## config.mk

```make
export PLATFORM = sky130hd
export DESIGN_NAME = corrimiento_derecha_secuencial_flat
export DESIGN_NICKNAME = d
export VERILOG_FILES = /design/src/rtl/corrimiento_derecha_secuencial_pkg.sv /design/src/rtl/corrimiento_derecha_secuencial_if.sv /design/src/rtl/corrimiento_derecha_secuencial_paso.sv /design/src/rtl/corrimiento_derecha_secuencial.sv /design/src/flat_wrapper.sv
export SDC_FILE = /design/constraint.sdc
export NUM_CORES = 1
export LEC_CHECK = 0
export BUFFER_PORTS_ARGS = -buffer_cell sky130_fd_sc_hd__buf_2
export CAP_MARGIN = 10
export CELL_PAD_IN_SITES_DETAIL_PLACEMENT = 0
export CELL_PAD_IN_SITES_GLOBAL_PLACEMENT = 2
export CORE_MARGIN = 5
export CORE_UTILIZATION = 30
export DETAILED_ROUTE_END_ITERATION = 16
export PLACE_DENSITY = 0.78
export SLEW_MARGIN = 25
export SYNTH_ARGS = -nofsm -noshare
export SYNTH_HDL_FRONTEND = slang
export SYNTH_SLANG_ARGS = --single-unit
```

## constraint.sdc

```tcl
create_clock -name clk -period 2.1 [get_ports clk]
set_clock_uncertainty 0.2 [all_clocks]
set_input_delay 0.315 -clock clk [delete_from_list [all_inputs] [get_ports clk]]
set_output_delay 0.315 -clock clk [all_outputs]
set_load 0.005 [all_outputs]
```

## src/rtl/corrimiento_derecha_secuencial_pkg.sv

```systemverilog
// Shared constants and state encoding for the sequential right shifter.
// Encodings match the ones the left-shift unit's benches already use.
package corrimiento_derecha_secuencial_pkg;

  localparam int WIDTH   = 32;
  localparam int SHAMT_W = 5;

  typedef enum logic [1:0] {
    REPOSO   = 2'd0,
    DESPLAZA = 2'd1,
    FIN      = 2'd2
  } estado_t;

endpackage

```

## src/rtl/corrimiento_derecha_secuencial_if.sv

```systemverilog
// Request/result bundle between the datapath controller and the right shifter.
interface corrimiento_derecha_secuencial_if;
  import corrimiento_derecha_secuencial_pkg::*;

  logic               start;
  logic [WIDTH-1:0]   in_dato;
  logic [SHAMT_W-1:0] shamt;
  logic               aritmetico;
  logic               redondear;
  logic               busy;
  logic               done;
  logic [WIDTH-1:0]   out;

  modport master (
    output start, in_dato, shamt, aritmetico, redondear,
    input  busy, done, out
  );

  modport slave (
    input  start, in_dato, shamt, aritmetico, redondear,
    output busy, done, out
  );

endinterface

```

## src/rtl/corrimiento_derecha_secuencial_paso.sv

```systemverilog
// One-bit right-shift step: fills the top bit with the sign when arithmetic.
module paso_corrimiento
  import corrimiento_derecha_secuencial_pkg::*;
(
  input  logic [WIDTH-1:0] acc,
  input  logic             aritmetico,
  output logic [WIDTH-1:0] acc_next,
  output logic             bit_out
);

  assign acc_next = {aritmetico & acc[WIDTH-1], acc[WIDTH-1:1]};
  assign bit_out  = acc[0];

endmodule

```

## src/rtl/corrimiento_derecha_secuencial.sv

```systemverilog
// Multi-cycle right shifter: divides by 2^shamt one bit per clock, optional
// sign extension and round-half-up using the last bit shifted out.
//
//   state    | meaning
//   REPOSO   | idle, waiting for start
//   DESPLAZA | shifting one bit per cycle, counter counts down to zero
//   FIN      | result latched into out on the leaving edge; start accepted here too
module corrimiento_derecha_secuencial
  import corrimiento_derecha_secuencial_pkg::*;
(
  input logic                         clk,
  input logic                         rst_n,
  corrimiento_derecha_secuencial_if.slave bus
);

  estado_t            estado, estado_next;
  logic [WIDTH-1:0]   acc;
  logic [WIDTH-1:0]   acc_next;
  logic [SHAMT_W-1:0] cnt;
  logic               guard;
  logic               bit_out;
  logic               arit;
  logic               red;
  logic [WIDTH-1:0]   out_r;
  logic               done_r;
  logic               captura;
  logic               finaliza;

  paso_corrimiento u_paso (
    .acc        (acc),
    .aritmetico (arit),
    .acc_next   (acc_next),
    .bit_out    (bit_out)
  );

  always_ff @(posedge clk or negedge rst_n) begin
    if (!rst_n) estado <= REPOSO;
    else        estado <= estado_next;
  end

  always_comb begin
    estado_next = estado;
    captura     = 1'b0;
    finaliza    = 1'b0;
    case (estado)
      REPOSO:   captura = bus.start;
      DESPLAZA: if (cnt == SHAMT_W'(1)) estado_next = FIN;
      FIN: begin
        finaliza    = 1'b1;
        estado_next = REPOSO;
        captura     = bus.start;
      end
      default:  estado_next = REPOSO;
    endcase
    if (captura) estado_next = (bus.shamt == '0) ? FIN : DESPLAZA;
  end

  // done and out are registered so both appear together the cycle after FIN
  always_ff @(posedge clk or negedge rst_n) begin
    if (!rst_n) begin
      acc    <= '0;
      cnt    <= '0;
      guard  <= 1'b0;
      arit   <= 1'b0;
      red    <= 1'b0;
      out_r  <= '0;
      done_r <= 1'b0;
    end else begin
      done_r <= finaliza;
      if (finaliza) out_r <= acc + WIDTH'(red & guard);
      if (captura) begin
        acc   <= bus.in_dato;
        cnt   <= bus.shamt;
        arit  <= bus.aritmetico;
        red   <= bus.redondear;
        guard <= 1'b0;
      end else if (estado == DESPLAZA) begin
        acc   <= acc_next;
        guard <= bit_out;
        cnt   <= cnt - SHAMT_W'(1);
      end
    end
  end

  assign bus.busy = (estado == DESPLAZA);
  assign bus.done = done_r;
  assign bus.out  = out_r;

endmodule

```

## src/flat_wrapper.sv

```systemverilog
// flat-port wrapper written by rule: the top's interface ports become plain ports
module corrimiento_derecha_secuencial_flat import corrimiento_derecha_secuencial_pkg::*;
  (clk, rst_n, bus_start, bus_in_dato, bus_shamt, bus_aritmetico, bus_redondear, bus_busy, bus_done, bus_out);
  corrimiento_derecha_secuencial_if bus_i ();
  input logic clk;
  input logic rst_n;
  input wire logic [$bits(bus_i.start)-1:0] bus_start;
  input wire logic [$bits(bus_i.in_dato)-1:0] bus_in_dato;
  input wire logic [$bits(bus_i.shamt)-1:0] bus_shamt;
  input wire logic [$bits(bus_i.aritmetico)-1:0] bus_aritmetico;
  input wire logic [$bits(bus_i.redondear)-1:0] bus_redondear;
  output wire logic [$bits(bus_i.busy)-1:0] bus_busy;
  output wire logic [$bits(bus_i.done)-1:0] bus_done;
  output wire logic [$bits(bus_i.out)-1:0] bus_out;
  assign bus_i.start = bus_start;
  assign bus_i.in_dato = bus_in_dato;
  assign bus_i.shamt = bus_shamt;
  assign bus_i.aritmetico = bus_aritmetico;
  assign bus_i.redondear = bus_redondear;
  assign bus_busy = bus_i.busy;
  assign bus_done = bus_i.done;
  assign bus_out = bus_i.out;
  corrimiento_derecha_secuencial u_core (.clk(clk), .rst_n(rst_n), .bus(bus_i));
endmodule
```

Word level (Yosys, flattened, before mapping)
Index checks and enable logic that the tools add are counted.
{"block": "classes", "addsub": 2, "eq_ne": 5, "n_mux": 12, "bitwise": 2, "n_reduce_logical": 5}
{"cell": "$mux 32", "count": 2}
{"cell": "$add 32x32->32", "count": 1}
{"cell": "$mux 5", "count": 2}
{"cell": "$mux 2", "count": 3}
{"cell": "$eq 5x1->1 const B", "count": 1}
{"cell": "$logic_not 5->1", "count": 1}
{"cell": "$sub 5x1->5 const B", "count": 1}
{"cell": "$mux 1", "count": 4}
{"cell": "$pmux 2 s2", "count": 1}
{"cell": "$ne 3x1->1 const B", "count": 1}
{"cell": "$and 1x1->1", "count": 2}
{"cell": "$eq 2x1->1 const B", "count": 1}
{"cell": "$eq 2x2->1 const B", "count": 1}
{"cell": "$logic_not 2->1", "count": 1}
{"cell": "$ne 2x1->1 const B", "count": 1}
{"cell": "$reduce_and 2->1", "count": 1}
{"cell": "$reduce_bool 2->1", "count": 1}
{"cell": "$reduce_or 2->1", "count": 1}
{"block": "totals", "reg_bits": 75, "word_cells": 34}

Longest topological paths before layout
{"block": "logic_depth", "word_depth": 5, "depth_mapped": 8, "depth_no_buf": 8}

Cells and area by module
A second synthesis with hierarchy kept.
{"block": "unflattened", "hier_cells": 437, "hier_area_um2": 4033.9}
{"mod": "corrimiento_derecha_secuencial", "n_inst": 1, "cells_each": 404, "area_per_inst_um2": 3787.4, "seq_area_each_um2": 1876.8}
{"mod": "paso_corrimiento", "n_inst": 1, "cells_each": 33, "area_per_inst_um2": 246.5, "seq_area_each_um2": 0.0}

Worst setup path before layout
Ideal clock, no wire load.
{"block": "synth_path", "path_type": "reg2reg", "startpoint": "reg u_core.red", "endpoint": "reg u_core.out_r[31] (netlist: u_core.bus.out[31])", "setup_ns": 0.070, "t_arrival_ns": 1.801, "required_ns": 1.830, "setup_slack_ns": 0.028, "path_stages_with_launch": 8, "path_buffers": 0, "synth_period_minus_slack_ns": 2.072, "path_cell_list": "dfrtp_1 > and2_1 > ha_1 > nand3_1 > nor4_2 > nand4b_1 > or4_1 > nand4_1"}
{"block": "synth_via", "elab_chain_cells": 2}
{"element": "start, declared", "line_no": "corrimiento_derecha_secuencial.sv:23", "rtl": "logic red;"}
{"element": "start signal, assigned", "line_no": "corrimiento_derecha_secuencial.sv:75", "rtl": "red <= bus.redondear;"}
{"element": "$and 1x1->1", "line_no": "corrimiento_derecha_secuencial.sv:70", "rtl": "if (finaliza) out_r <= acc + WIDTH'(red & guard);"}
{"element": "$add 32x32->32", "line_no": "corrimiento_derecha_secuencial.sv:70"}
{"element": "end signal, assigned", "line_no": "corrimiento_derecha_secuencial.sv:70"}
{"element": "end, declared", "line_no": "corrimiento_derecha_secuencial.sv:24", "rtl": "logic [WIDTH-1:0] out_r;"}
No other way between the ends.
A chain may end at the register's enable or synchronous reset.

Final worst setup path
{"block": "layout_path", "startpoint": "reg u_core.acc[7]", "endpoint": "reg u_core.out_r[23] (netlist: u_core.bus.out[23])"}
{"block": "layout_via", "elab_chain_cells": 1}
{"element": "start, declared", "line_no": "corrimiento_derecha_secuencial.sv:17", "rtl": "logic [WIDTH-1:0] acc;"}
{"element": "start signal, assigned", "line_no": "corrimiento_derecha_secuencial.sv:72", "rtl": "acc <= bus.in_dato;"}
{"element": "start signal, assigned", "line_no": "corrimiento_derecha_secuencial.sv:78", "rtl": "acc <= acc_next;"}
{"element": "$add 32x32->32", "line_no": "corrimiento_derecha_secuencial.sv:70"}
No other way between the ends.

==> flow_metrics.tcl <==
set metrics [dict create \
    grt.overflow.total 0 \
    required_ns 2.12 \
    async_reset_ff_frac 1.000 \
    dp_hpwl_um 7307 \
    core_area_mm2 0.01201 \
    hold_violations 0 \
    ys.flop_type "dfrtp_1" \
    via_per_inst 4.864 \
    worstSetupStartpointType "flip-flop" \
    diodes 0 \
    max_slew_margin 0.7190 \
    grt_use_total 0.1444 \
    holdCritStartpoint "bus_in_dato[26]" \
    finalWirelength_um 10080 \
    reg2reg_depth 5 \
    root_buffer "clkbuf_16" \
    worst_slack_ns 0.1146 \
    r2r_start "u_core.acc[7]" \
    final_common_cell "nand2_1" \
    postSynthAreaPerCell_um2 9.291 \
    arrival_ns 2.00 \
    grt_pass1_vias 3235 \
    min_path_cells 3 \
    drc 0 \
    grt_max_degree 58 \
    cts.sinks 75 \
    cap_violations 0 \
    io_buffers 75 \
    die_h_um 120.6 \
    yosysUniqueCellTypes 35 \
    routabilityCongestion 0.7466 \
    path_clk_slew_ns 0.06 \
    dp_slack_ns -0.02794 \
    rsz0062_at_grt "false" \
    hold_path_end "u_core.acc[26]" \
    rrSetupSlack_ns 0.11 \
    num_vias 3186 \
    drv_slew 0 \
    htree_levels 3 \
    final-setup-viol-count 0 \
    clk_latency_ns 0.33 \
    synthCells 395 \
    p_per_area_mw_per_mm2 1431 \
    fmax_mhz 503.7 \
    hold_path.class "in -> reg" \
    layout.nets 550 \
    endpoint_kind "flip-flop" \
    status "complete, no violations" \
    worst_pin_slew_ns 0.4177 \
    cts_tree "done" \
    synth_fp_nets 442 \
    path_class "reg -> reg" \
    pin_count 76 \
    path_max_fanout 7 \
    grt_pass1_wl_um 16710 \
    power.leakage_nw 2.339 \
    syn-cell-area_mm2 0.003670 \
    initial_core_util 0.3055 \
    drt_iter0_markers 103 \
    clockBufferDepth 2 \
    rows 40 \
    first_pass_iters 4 \
    die_w_um 120.6 \
    ant_nets 0 \
    r2r-end "u_core.bus.out[23]" \
    final_cell_mix "nand2_1 (110), dfrtp_1 (75), buf_2 (74)" \
    yosys_warnings 0 \
    fin_crit_sh 0.9454 \
    wl_per_cell_um 15.39 \
    yosysSeqAreaShare 0.5114 \
    cts_inserted_buffers 9 \
    antenna_found_initial 0 \
    vdd_ir_drop_max_mv 0.8716 \
    die-area_mm2 0.01454 \
    synth_edf_count 0 \
    area_growth_pct 35.15 \
    drive_above_1_share 0.2677 \
    fin_crit_ns 1.985 \
    ys_ff_latch 75 \
    whs_ns 0.001949 \
]
## cells by family (layout without fill, tap and decap cells)
family	after synthesis	count (layout)	share of synthesized area
xor+xnor	31	31	0.07399
simple gates	183	183	0.2380
mux	2	2	0.006137
flops	75	75	0.5114
compound gates	68	68	0.1207
buf+inv	31	144	0.03273
fa+ha+maj	5	5	0.01705
## synthesized netlist by cell type (all sizes together) (4+ instances only)
master / number / area (um2)
nand3: 18 / 107.6
nand4: 13 / 81.33
and3: 4 / 25.02
nor3: 6 / 30.03
a221o: 4 / 40.04
dfrtp: 75 / 1877
nor2: 14 / 52.55
xor2: 19 / 166.4
inv: 7 / 26.28
clkbuf: 19 / 71.32
ha: 5 / 62.56
a22oi: 29 / 217.7
nor4: 6 / 73.82
buf: 5 / 22.52
xnor2: 12 / 105.1
nand2: 110 / 412.9
o21ai: 32 / 160.2
## how the worst max path moves through the flow
stage	start	end	slack (ns)
after floorplan	u_core.red	u_core.bus.out[31]	0.03
after global placement	u_core.red	u_core.bus.out[23]	0.05
after detailed placement	u_core.red	u_core.bus.out[31]	-0.03
after CTS	u_core.estado[1]	bus_busy	0.004
after global routing	u_core.acc[7]	u_core.bus.out[23]	0.007
final	u_core.acc[7]	u_core.bus.out[23]	0.11
## worst max-delay path, stage by stage (launching register included)
cell and delay, ns:
dfrtp_1 0.44, nand3_4 0.18, or4_4 0.61, nor4_4 0.23, xnor2_1 0.14, o21ai_1 0.07
## cell type report
| cell class | instances | area (um2) |
|---|---|---|
| clock buffer | 12 | 266.5 |
| clock inverter | 4 | 47.55 |
| fill | 1207 | 7052 |
| inverter | 7 | 26.28 |
| multi-input combinational | 289 | 1744 |
| sequential | 75 | 1877 |
| tap | 147 | 183.9 |
| timing repair buffer | 121 | 814.5 |
## where the power goes
group,total (mW),switching (mW),internal (mW)
clock,1.61,0.600,1.01
combinational,2.69,1.47,1.22
sequential,2.79,0.674,2.12
## layer usage
layer	track usage	part of all wire	vias up
li1	-	-	1580
met1	0.2036	0.48	1517
met2	0.2169	0.44	80
met3	0.04069	0.069	9
met4	0.04037	0.012	0
met5	0	0	-
## state kept, by name, summed over array words and instances, names as in the netlist
name and flops:
u_core.arit 1, u_core.cnt 5, u_core.estado 2, u_core.acc 32, u_core.red 1, u_core.bus.out 32
u_core.bus.done 1, u_core.guard 1
## through the flow
stage	instance area (um2)	cells	utilization	total power [mW]	TNS, ns
after detailed placement	4375	618	0.3643	5.447	-0.04279
after global placement	4375	618	0.3643	5.383	0
after CTS	4875	652	0.4058	7.110	0
final	4960	655	0.4129	7.096	0
after global routing	4960	655	0.4129	7.682	0
after floorplan	3670	395	-	4.302	0
## what timing repair did
action	4_1_cts	5_1_grt
endpoints found under the setup margin	3	18
pin swaps	2	5
hold buffers	18	2
gates resized for setup	1	12
endpoints found under the hold margin	46	2
buffers inserted	0	1
Power figures use the tool's default switching activity.
